<file path="config.mk">
export PLATFORM = sky130hd
export DESIGN_NAME = ula_scheduler
export DESIGN_NICKNAME = d
export VERILOG_FILES = /design/src/rtl/ula_sched_pkg.sv /design/src/rtl/ula_port_mux.sv /design/src/rtl/ula_scheduler.sv
export SDC_FILE = /design/constraint.sdc
export NUM_CORES = 1
export LEC_CHECK = 0
export ABC_CLOCK_PERIOD_IN_PS = 7550
export CORE_ASPECT_RATIO = 0.5
export CORE_MARGIN = 10
export CORE_UTILIZATION = 30
export DETAILED_ROUTE_END_ITERATION = 16
export HOLD_SLACK_MARGIN = 0.05
export MAX_ROUTING_LAYER = met4
export PLACE_DENSITY = 0.86
export SLEW_MARGIN = 20
export SYNTH_ARGS = -nofsm -noshare
export SYNTH_HDL_FRONTEND = slang
export SYNTH_SLANG_ARGS = --single-unit
</file>
<file path="constraint.sdc">
create_clock -name clk -period 7.55 [get_ports clk]
set_input_delay 2.265 -clock clk [delete_from_list [all_inputs] [get_ports clk]]
set_output_delay 2.265 -clock clk [all_outputs]
set_load 0.02 [all_outputs]
</file>
<file path="src/rtl/ula_sched_pkg.sv">
// Shared types and constants for the ULA engine scheduler.
// Holds the FSM state encoding, the error codes reported to the HPS
// register bank and the opcode assignments of the image engines.
package ula_sched_pkg;

  typedef enum logic [2:0] {
    IDLE,
    CLEAR,
    RUN,
    FLUSH,
    ABORT
  } state_t;

  localparam logic [1:0] ERR_OK   = 2'b00;
  localparam logic [1:0] ERR_OP   = 2'b01;
  localparam logic [1:0] ERR_TOUT = 2'b10;

  localparam int OP_COPY    = 0;
  localparam int OP_NN_ZOOM = 1;
  localparam int OP_REPL    = 2;
  localparam int OP_AVG     = 3;

  // Width of an index selecting one of n items, never narrower than one bit.
  function automatic int sel_width(input int n);
    return (n > 1) ? $clog2(n) : 1;
  endfunction

endpackage

</file>
<file path="src/rtl/ula_port_mux.sv">
// N-to-1 selector placing one engine onto the shared ROM/RAM ports.
// Purely combinational so the selected engine sees its ROM exactly as
// with a direct connection; when en is low every shared output is 0.
module ula_port_mux
  import ula_sched_pkg::*;
#(
  parameter int N_ENG  = 4,
  parameter int ADDR_W = 19,
  parameter int DATA_W = 8,
  parameter int SEL_W  = sel_width(N_ENG)
) (
  input  logic                    en,
  input  logic [SEL_W-1:0]        sel,
  input  logic [N_ENG*ADDR_W-1:0] eng_rom_addr,
  input  logic [N_ENG*ADDR_W-1:0] eng_ram_wraddr,
  input  logic [N_ENG*DATA_W-1:0] eng_ram_data,
  input  logic [N_ENG-1:0]        eng_ram_wren,
  output logic [ADDR_W-1:0]       rom_addr,
  output logic [ADDR_W-1:0]       ram_wraddr,
  output logic [DATA_W-1:0]       ram_data,
  output logic                    ram_wren
);

  // Route the selected engine's bus slices, or drive zeros when gated off.
  always_comb begin
    rom_addr   = '0;
    ram_wraddr = '0;
    ram_data   = '0;
    ram_wren   = 1'b0;
    for (int i = 0; i < N_ENG; i++) begin
      if (en && (sel == SEL_W'(i))) begin
        rom_addr   = eng_rom_addr[i*ADDR_W +: ADDR_W];
        ram_wraddr = eng_ram_wraddr[i*ADDR_W +: ADDR_W];
        ram_data   = eng_ram_data[i*DATA_W +: DATA_W];
        ram_wren   = eng_ram_wren[i];
      end
    end
  end

endmodule

</file>
<file path="src/rtl/ula_scheduler.sv">
// Scheduler for the ULA image engines sharing one ROM read port and one
// RAM write port. Accepts a command, holds the chosen engine in reset for
// CLR_CYC cycles, runs it with the shared ports muxed onto it, then parks
// it again and reports done or an error code.
// Optional: define ULA_SCHED_WRCOUNT_EN to count RAM write beats per run
// on wr_count; otherwise wr_count is tied to 0.
module ula_scheduler
  import ula_sched_pkg::*;
#(
  parameter int N_ENG   = 4,
  parameter int OP_W    = 3,
  parameter int ADDR_W  = 19,
  parameter int DATA_W  = 8,
  parameter int CLR_CYC = 2,
  parameter int TIMEOUT = 1048576
) (
  input  logic                    clk,
  input  logic                    reset,
  input  logic                    cmd_valid,
  input  logic [OP_W-1:0]         cmd_op,
  output logic                    cmd_ready,
  output logic                    busy,
  output logic                    done,
  output logic [1:0]              error,
  output logic [N_ENG-1:0]        eng_rst_n,
  input  logic [N_ENG-1:0]        eng_done,
  input  logic [N_ENG*ADDR_W-1:0] eng_rom_addr,
  input  logic [N_ENG*ADDR_W-1:0] eng_ram_wraddr,
  input  logic [N_ENG*DATA_W-1:0] eng_ram_data,
  input  logic [N_ENG-1:0]        eng_ram_wren,
  output logic [ADDR_W-1:0]       rom_addr,
  output logic [ADDR_W-1:0]       ram_wraddr,
  output logic [DATA_W-1:0]       ram_data,
  output logic                    ram_wren,
  output logic [ADDR_W-1:0]       wr_count
);

  localparam int SEL_W  = sel_width(N_ENG);
  localparam int CLR_W  = $clog2(CLR_CYC + 1);
  localparam int TOUT_W = $clog2(TIMEOUT + 1);

  localparam logic [CLR_W-1:0]  CLR_LOAD  = CLR_W'(CLR_CYC);
  localparam logic [CLR_W-1:0]  CLR_LAST  = CLR_W'(1);
  localparam logic [TOUT_W-1:0] TOUT_LAST = TOUT_W'(TIMEOUT - 1);
  localparam logic [OP_W:0]     OP_LIMIT  = (OP_W + 1)'(N_ENG);

  state_t            state;
  state_t            state_nxt;
  logic [SEL_W-1:0]  sel;
  logic [CLR_W-1:0]  clr_cnt;
  logic [TOUT_W-1:0] tout_cnt;
  logic              accept;
  logic              op_ok;
  logic              mux_en;
  logic              sel_done;
  logic [N_ENG-1:0]  sel_mask;

  assign accept = cmd_valid && cmd_ready;
  assign op_ok  = ({1'b0, cmd_op} < OP_LIMIT);

  // One-hot mask of the selected engine and its done flag.
  always_comb begin
    sel_mask = '0;
    sel_done = 1'b0;
    for (int i = 0; i < N_ENG; i++) begin
      if (sel == SEL_W'(i)) begin
        sel_mask[i] = 1'b1;
        sel_done    = eng_done[i];
      end
    end
  end

  // State register; reset abandons any run and returns to IDLE at once.
  always_ff @(posedge clk or negedge reset) begin
    if (!reset) begin
      state <= IDLE;
    end else begin
      state <= state_nxt;
    end
  end

  // Next-state and Moore outputs; engines stay in reset except during RUN.
  always_comb begin
    state_nxt = state;
    cmd_ready = 1'b0;
    busy      = 1'b0;
    done      = 1'b0;
    mux_en    = 1'b0;
    eng_rst_n = '0;
    case (state)
      IDLE: begin
        cmd_ready = 1'b1;
        if (cmd_valid && op_ok) begin
          state_nxt = CLEAR;
        end
      end
      CLEAR: begin
        busy = 1'b1;
        if (clr_cnt <= CLR_LAST) begin
          state_nxt = RUN;
        end
      end
      RUN: begin
        busy      = 1'b1;
        mux_en    = 1'b1;
        eng_rst_n = sel_mask;
        if (sel_done) begin
          state_nxt = FLUSH;
        end else if (tout_cnt == TOUT_LAST) begin
          state_nxt = ABORT;
        end
      end
      FLUSH: begin
        busy      = 1'b1;
        done      = 1'b1;
        state_nxt = IDLE;
      end
      ABORT: begin
        busy      = 1'b1;
        state_nxt = IDLE;
      end
      default: begin
        state_nxt = IDLE;
      end
    endcase
  end

  // Latch the engine select only when a legal command is accepted.
  always_ff @(posedge clk or negedge reset) begin
    if (!reset) begin
      sel <= '0;
    end else if (accept && op_ok) begin
      sel <= SEL_W'(cmd_op);
    end
  end

  // Sticky error: cleared by a good command, set by a bad opcode or timeout.
  always_ff @(posedge clk or negedge reset) begin
    if (!reset) begin
      error <= ERR_OK;
    end else if (accept) begin
      error <= op_ok ? ERR_OK : ERR_OP;
    end else if (state == RUN && state_nxt == ABORT) begin
      error <= ERR_TOUT;
    end
  end

  // Count the engine's reset hold time down, stopping at 1.
  always_ff @(posedge clk or negedge reset) begin
    if (!reset) begin
      clr_cnt <= '0;
    end else if (accept && op_ok) begin
      clr_cnt <= CLR_LOAD;
    end else if (state == CLEAR && clr_cnt > CLR_LAST) begin
      clr_cnt <= clr_cnt - 1'b1;
    end
  end

  // Timeout counter: zeroed on entry to RUN, saturates at the abort point.
  always_ff @(posedge clk or negedge reset) begin
    if (!reset) begin
      tout_cnt <= '0;
    end else if (state == CLEAR && state_nxt == RUN) begin
      tout_cnt <= '0;
    end else if (state == RUN && state_nxt == RUN && tout_cnt < TOUT_LAST) begin
      tout_cnt <= tout_cnt + 1'b1;
    end
  end

  ula_port_mux #(
    .N_ENG (N_ENG),
    .ADDR_W(ADDR_W),
    .DATA_W(DATA_W),
    .SEL_W (SEL_W)
  ) u_port_mux (
    .en            (mux_en),
    .sel           (sel),
    .eng_rom_addr  (eng_rom_addr),
    .eng_ram_wraddr(eng_ram_wraddr),
    .eng_ram_data  (eng_ram_data),
    .eng_ram_wren  (eng_ram_wren),
    .rom_addr      (rom_addr),
    .ram_wraddr    (ram_wraddr),
    .ram_data      (ram_data),
    .ram_wren      (ram_wren)
  );

`ifdef ULA_SCHED_WRCOUNT_EN
  // Count RAM write beats of the current run, holding after it ends.
  always_ff @(posedge clk or negedge reset) begin
    if (!reset) begin
      wr_count <= '0;
    end else if (accept) begin
      wr_count <= '0;
    end else if (state == RUN && ram_wren && wr_count != '1) begin
      wr_count <= wr_count + 1'b1;
    end
  end
`else
  assign wr_count = '0;
`endif

endmodule

</file>
==> impl_metrics.tcl, run 1 <==
set metrics [dict create \
    grt-ovfl-total 0 \
    hold_ws_ns 0.495 \
    critical_path_class "primary input to output port" \
    ys_ff_latch 30 \
    antenna_found_initial 0 \
    clock_latency_ns 0.27 \
    nets 749 \
    wire_per_inst_um 21.9 \
    gp_congestion 0.962 \
    netlist_top_cells_count "49 x and2_1, 47 x mux4_2, 30 x dfrtp_1, 20 x buf_4, 18 x nor2_1" \
    start_util_pct 31.2 \
    r2r_cells 5 \
    stdcell_area_sq_um 5950 \
    detail-route-antenna-nets 0 \
    ys_seq_area_share_pct 23.2 \
    fin_crit_sh_pct 82.1 \
    cts_hold_buf 0 \
    synth-async-reset-ratio_pct 100 \
    die-area_sq_um 15600 \
    cts_buffers 5 \
    synthAdderAreaFrac_pct 0.775 \
    setup_tns_ns 0 \
    clock.fmax_mhz 161 \
    vias 3483 \
    die_h_um 93.4 \
    n_antenna_cell 0 \
    grt_usage_pct 18.9 \
    drt_wl_total_um 15100 \
    rsz0062_at_grt "no" \
    cts-root-buf "clkbuf_16" \
    vdd_drop_max_uv 146 \
    clkSlewWorstSetupHoldPaths_ns 0.04 \
    synth.area.top_cells "mux4_2 33%, dfrtp_1 23%, and2_1 9.5%" \
    fin_skew_ns 0.00221 \
    die_x_um 167 \
    synthMuxAreaShare_pct 34.4 \
    slew_headroom_pct 34.4 \
    power.total_mw 1.42 \
    fin_crit_ns 6.20 \
    tightest_slew_ns 0.984 \
    synth_ff_type "dfrtp_1" \
    drc 0 \
    vias_per_cell 5.06 \
    postSynthCellCount 309 \
    final_cells 689 \
    clock-sinks 30 \
    grt_max_degree 56 \
    critPathMaxFanout 1 \
    arrival_ns 3.93 \
    syn_area_per_cell_sq_um 10.5 \
    grt_pass1_wl_um 22500 \
    drt_iter0_drc 155 \
    drive_gt1_share_pct 13.1 \
    status "complete, no violations" \
    dpl.hpwl_um 12900 \
    rows 26 \
    firstDrtPassIters 4 \
    synth_edf_count 0 \
    ys_warn_count 0 \
    top_level_ports 273 \
    critPathLaunchType "primary input" \
    setup_violations 0 \
    synth_most_common_cell "and2_1" \
    critPathCaptureType "output port" \
    hold_path_class "flop to flop" \
    worstPathRequired_ns 5.29 \
    grt_pass1_vias 3618 \
    core-area_sq_um 10300 \
    synth_top_family_by_area "multiplexers" \
    p_per_area_nw_per_um2 239 \
    dp.cells 682 \
    synth_simple_gate_area_share_pct 23.6 \
    htree_num_levels 2 \
    cap_violations 0 \
    synth_compound_area_share_pct 9.10 \
    synth.largest_area_cell "mux4_2" \
    cts_setup_buffers 0 \
    syn_area_sq_um 3230 \
    io_buffers 253 \
    synth_cell_type_count 54 \
    hold_violations 0 \
    leakage_nw 2.23 \
    synth_top_cell_area_share_pct 32.8 \
    cts_tree "yes" \
    placed_cell_area_sq_um 5820 \
    synthXorXnorAreaFrac_pct 1.08 \
    area_growth_pct 84.2 \
    clockBufferDepth 2 \
    hold_path_depth 1 \
    finalMaxSlewViolations 0 \
    cts_resized 0 \
]
final timing paths:
check	from	end	slack, ns
min	error[1]	error[1]	0.49
max	eng_rom_addr[63]	rom_addr[6]	1.35
min in group asynchronous	reset	tout_cnt[16]	2.38
max reg2reg	sel[0]	tout_cnt[5]	4.69
min reg2reg	error[1]	error[1]	0.49
max in group asynchronous	reset	sel[0]	4.86
layout by cell type, fill, tap and decap left out, types with 3 or more instances in the layout:
cell,netlist,routed
dfrtp_1,30,28
xnor2_1,3,3
nor3_1,6,6
nor2_1,18,18
conb_1,1,19
or3_1,6,6
and3_1,3,3
nand3_1,9,9
and2_1,49,49
a31oi_1,3,3
inv_1,3,3
clkbuf_16,0,5
mux4_2,47,47
nand4_1,4,4
clkdlybuf4s50_1,0,253
a21oi_1,10,10
mux2_2,3,3
nand2_1,17,17
buf_4,20,4
o21ai_0,13,13
logic make-up after synthesis:
| logic type | count (synthesis) |
|---|---|
| adders and majority gates | 2 |
| AOI/OAI and AO/OA | 43 |
| buffers and inverters | 45 |
| muxes | 52 |
| and+or+nand+nor | 132 |
| DFF | 30 |
| xor gates and xnor gates | 4 |
| other | 1 |
report_power, final:
part / internal [mW] / switching [mW]
combinational: 0.551 / 0.402
clock: 0.120 / 0.0617
sequential: 0.188 / 0.0966
total: 0.859 / 0.560
flip-flops by register name, indices dropped and copies added (netlist names):
name and count:
clr_cnt 2, tout_cnt 21, state 3, error 2, sel 2
critical path: stages:
cell             delay [ns]
clkdlybuf4s50_1        0.45
mux4_2                 0.51
and2_1                 0.18
clkdlybuf4s50_1        0.54
layer usage:
| layer | track usage [%] | wire length [um] |
|---|---|---|
| met3 | 4.30 | 762 |
| met5 | - | 0 |
| met4 | 4.22 | 196 |
| met1 | 20.8 | 5690 |
| met2 | 34.6 | 8450 |
cell type report:
type / instances / area, sq um
fillers: 857 / 4400
repair buffers: 257 / 2560
multi-input cells: 252 / 2310
flip-flops and latches: 30 / 756
well taps: 140 / 175
clock buffers: 7 / 133
inverters: 3 / 11.3
through the flow:
step / utilization [%] / setup slack [ns]
floorplan: - / 2.36
global placement: 56.2 / 1.37
detailed placement: 56.2 / 1.33
CTS: 57.5 / 1.33
global route: 57.5 / 1.32
finish: 57.5 / 1.35
Power figures use the tool's default switching activity.
==> run 2: changes to the inputs <==
--- a/config.mk
+++ b/config.mk
@@ -5,14 +5,14 @@
 export SDC_FILE = /design/constraint.sdc
 export NUM_CORES = 1
 export LEC_CHECK = 0
-export ABC_CLOCK_PERIOD_IN_PS = 7550
+export ABC_CLOCK_PERIOD_IN_PS = 5560
 export CORE_ASPECT_RATIO = 0.5
 export CORE_MARGIN = 10
 export CORE_UTILIZATION = 30
 export DETAILED_ROUTE_END_ITERATION = 16
 export HOLD_SLACK_MARGIN = 0.05
 export MAX_ROUTING_LAYER = met4
-export PLACE_DENSITY = 0.86
+export PLACE_DENSITY = 0.89
 export SLEW_MARGIN = 20
 export SYNTH_ARGS = -nofsm -noshare
 export SYNTH_HDL_FRONTEND = slang
==> constraint.sdc (replaced) <==
create_clock -name clk -period 5.56 [get_ports clk]
set_input_delay 1.668 -clock clk [delete_from_list [all_inputs] [get_ports clk]]
set_output_delay 1.668 -clock clk [all_outputs]
set_load 0.02 [all_outputs]
==> impl_metrics.tcl, run 2 (same netlist as run 1, synthesis figures left out) <==
set metrics [dict create \
    status "complete, no violations" \
    crit_chain "clkdlybuf4s50_1, mux4_2, and2_1, clkdlybuf4s50_1" \
    cts_tree "yes" \
    hold_violations 0 \
    setup_tns_ns 0 \
    clkSlewWorstSetupHoldPaths_ns 0.05 \
    die-area_sq_um 15600 \
    fill_cells 857 \
    critPathBufInv 2 \
    clock-sinks 30 \
    vias 3477 \
    cp_common_cell "clkdlybuf4s50_1" \
    fin_crit_sh_pct 89.7 \
    tightest_slew_ns 0.978 \
    hold_ws_ns 0.503 \
    wire_per_inst_um 21.7 \
    p_per_area_nw_per_um2 323 \
    slew_headroom_pct 34.8 \
    cts_hold_buf 0 \
    drive_gt1_share_pct 13.3 \
    top_level_ports 273 \
    hold_path_depth 1 \
    leakage_nw 2.23 \
    grt-ovfl-total 0 \
    hold_end "error[1]" \
    worst_path_max_delay_cell "clkdlybuf4s50_1" \
    rrSetupSlack_ns 2.69 \
    hold_path_class "flop to flop" \
    dp.cells 681 \
    vias_per_cell 5.04 \
    htree_num_levels 2 \
    drt_wl_total_um 15000 \
    rows 26 \
    core-area_sq_um 10300 \
    grt_pass1_vias 3690 \
    io_buffers 253 \
    critPathCaptureType "output port" \
    r2r_cells 5 \
    fin_crit_ns 4.99 \
    die_h_um 93.4 \
    drc 0 \
    critPathLaunchType "primary input" \
    cts_buffers 5 \
    postLayoutCoreUtil_pct 57.5 \
    pre_cts_ws_ns 0.574 \
    nets 748 \
    final_cells 690 \
    worst_slack_ns 0.571 \
    final_cell_mix "253 x clkdlybuf4s50_1, 49 x and2_1, 47 x mux4_2" \
    cts_resized 0 \
    firstDrtPassIters 4 \
    worstPathRequired_ns 3.89 \
    grt_usage_pct 18.4 \
    gp_congestion 0.896 \
    grt_max_degree 56 \
    crit_family "buffers and inverters" \
    finalMaxSlewViolations 0 \
    antenna_found_initial 1 \
    clockBufferDepth 2 \
    fin_skew_ns 0.00427 \
    top_register "tout_cnt" \
    start_util_pct 31.2 \
    cap_violations 0 \
    area_growth_pct 84.1 \
    setup_violations 0 \
    critical_path_class "primary input to output port" \
    cts-root-buf "clkbuf_16" \
    vdd_drop_max_uv 273 \
    rsz0062_at_grt "no" \
    largest_register_ffs 21 \
    critPathMaxFanout 1 \
    slowest_delay_ns 0.54 \
    placed_cell_area_sq_um 5800 \
    top_regs "tout_cnt: 21 flops, state: 3 flops" \
    clock_latency_ns 0.28 \
    power.total_mw 1.92 \
    cts_setup_buffers 0 \
    detail-route-antenna-nets 0 \
    arrival_ns 3.32 \
    grt_pass1_wl_um 22000 \
    die_x_um 167 \
    r2r_end "tout_cnt[5]" \
    dpl.hpwl_um 12600 \
    clock.fmax_mhz 200 \
    min-delay-start "error[1]" \
    r2r_start "sel[0]" \
    stdcell_area_sq_um 5950 \
    drt_iter0_drc 228 \
    final_common_cell "clkdlybuf4s50_1" \
]
[run 2: area by class of cell]
type | count | area [sq um] | area share [%]
timing repair buffer | 256 | 2550 | 43.0
multi-input combinational | 252 | 2300 | 38.8
sequential | 30 | 758 | 12.8
tap | 140 | 175 | 2.95
clock buffer | 6 | 129 | 2.17
inverter | 3 | 11.3 | 0.189
clock inverter | 2 | 10.0 | 0.168
antenna | 1 | 2.50 | 0.0421
[run 2: worst max path at each step]
| stage | start | end | depth (start not counted) |
|---|---|---|---|
| floorplan | eng_ram_data[24] | ram_data[0] | 2 |
| global placement | eng_ram_wraddr[73] | ram_wraddr[16] | 4 |
| detailed placement | eng_ram_wraddr[73] | ram_wraddr[16] | 4 |
| CTS | eng_ram_wraddr[73] | ram_wraddr[16] | 4 |
| global route | eng_ram_wraddr[73] | ram_wraddr[16] | 4 |
| finish | eng_ram_wraddr[73] | ram_wraddr[16] | 4 |
[run 2: metal layers]
layer  GRT usage, %  routed length (um)  part of all wire [%]
met5              -                   0                     0
met4           4.43                 255                   1.7
met3           3.84                 774                   5.2
met2           34.6                8350                    56
met1           19.6                5600                    37
[run 2: worst reg2reg max path, delay by kind of cell (launching register included)]
family / cells / cell delay, ns
AOI/OAI and AO/OA: 4 / 1.44
and+or+nand+nor: 1 / 0.23
DFF: 1 / 1.08
[run 2: where the power goes]
group	leakage [nW]	total [mW]	internal, mW	switching [mW]
combinational	1.76	1.20	0.741	0.463
sequential	0.402	0.464	0.255	0.209
clock	0.0706	0.254	0.164	0.0908
total	2.23	1.92	1.16	0.763
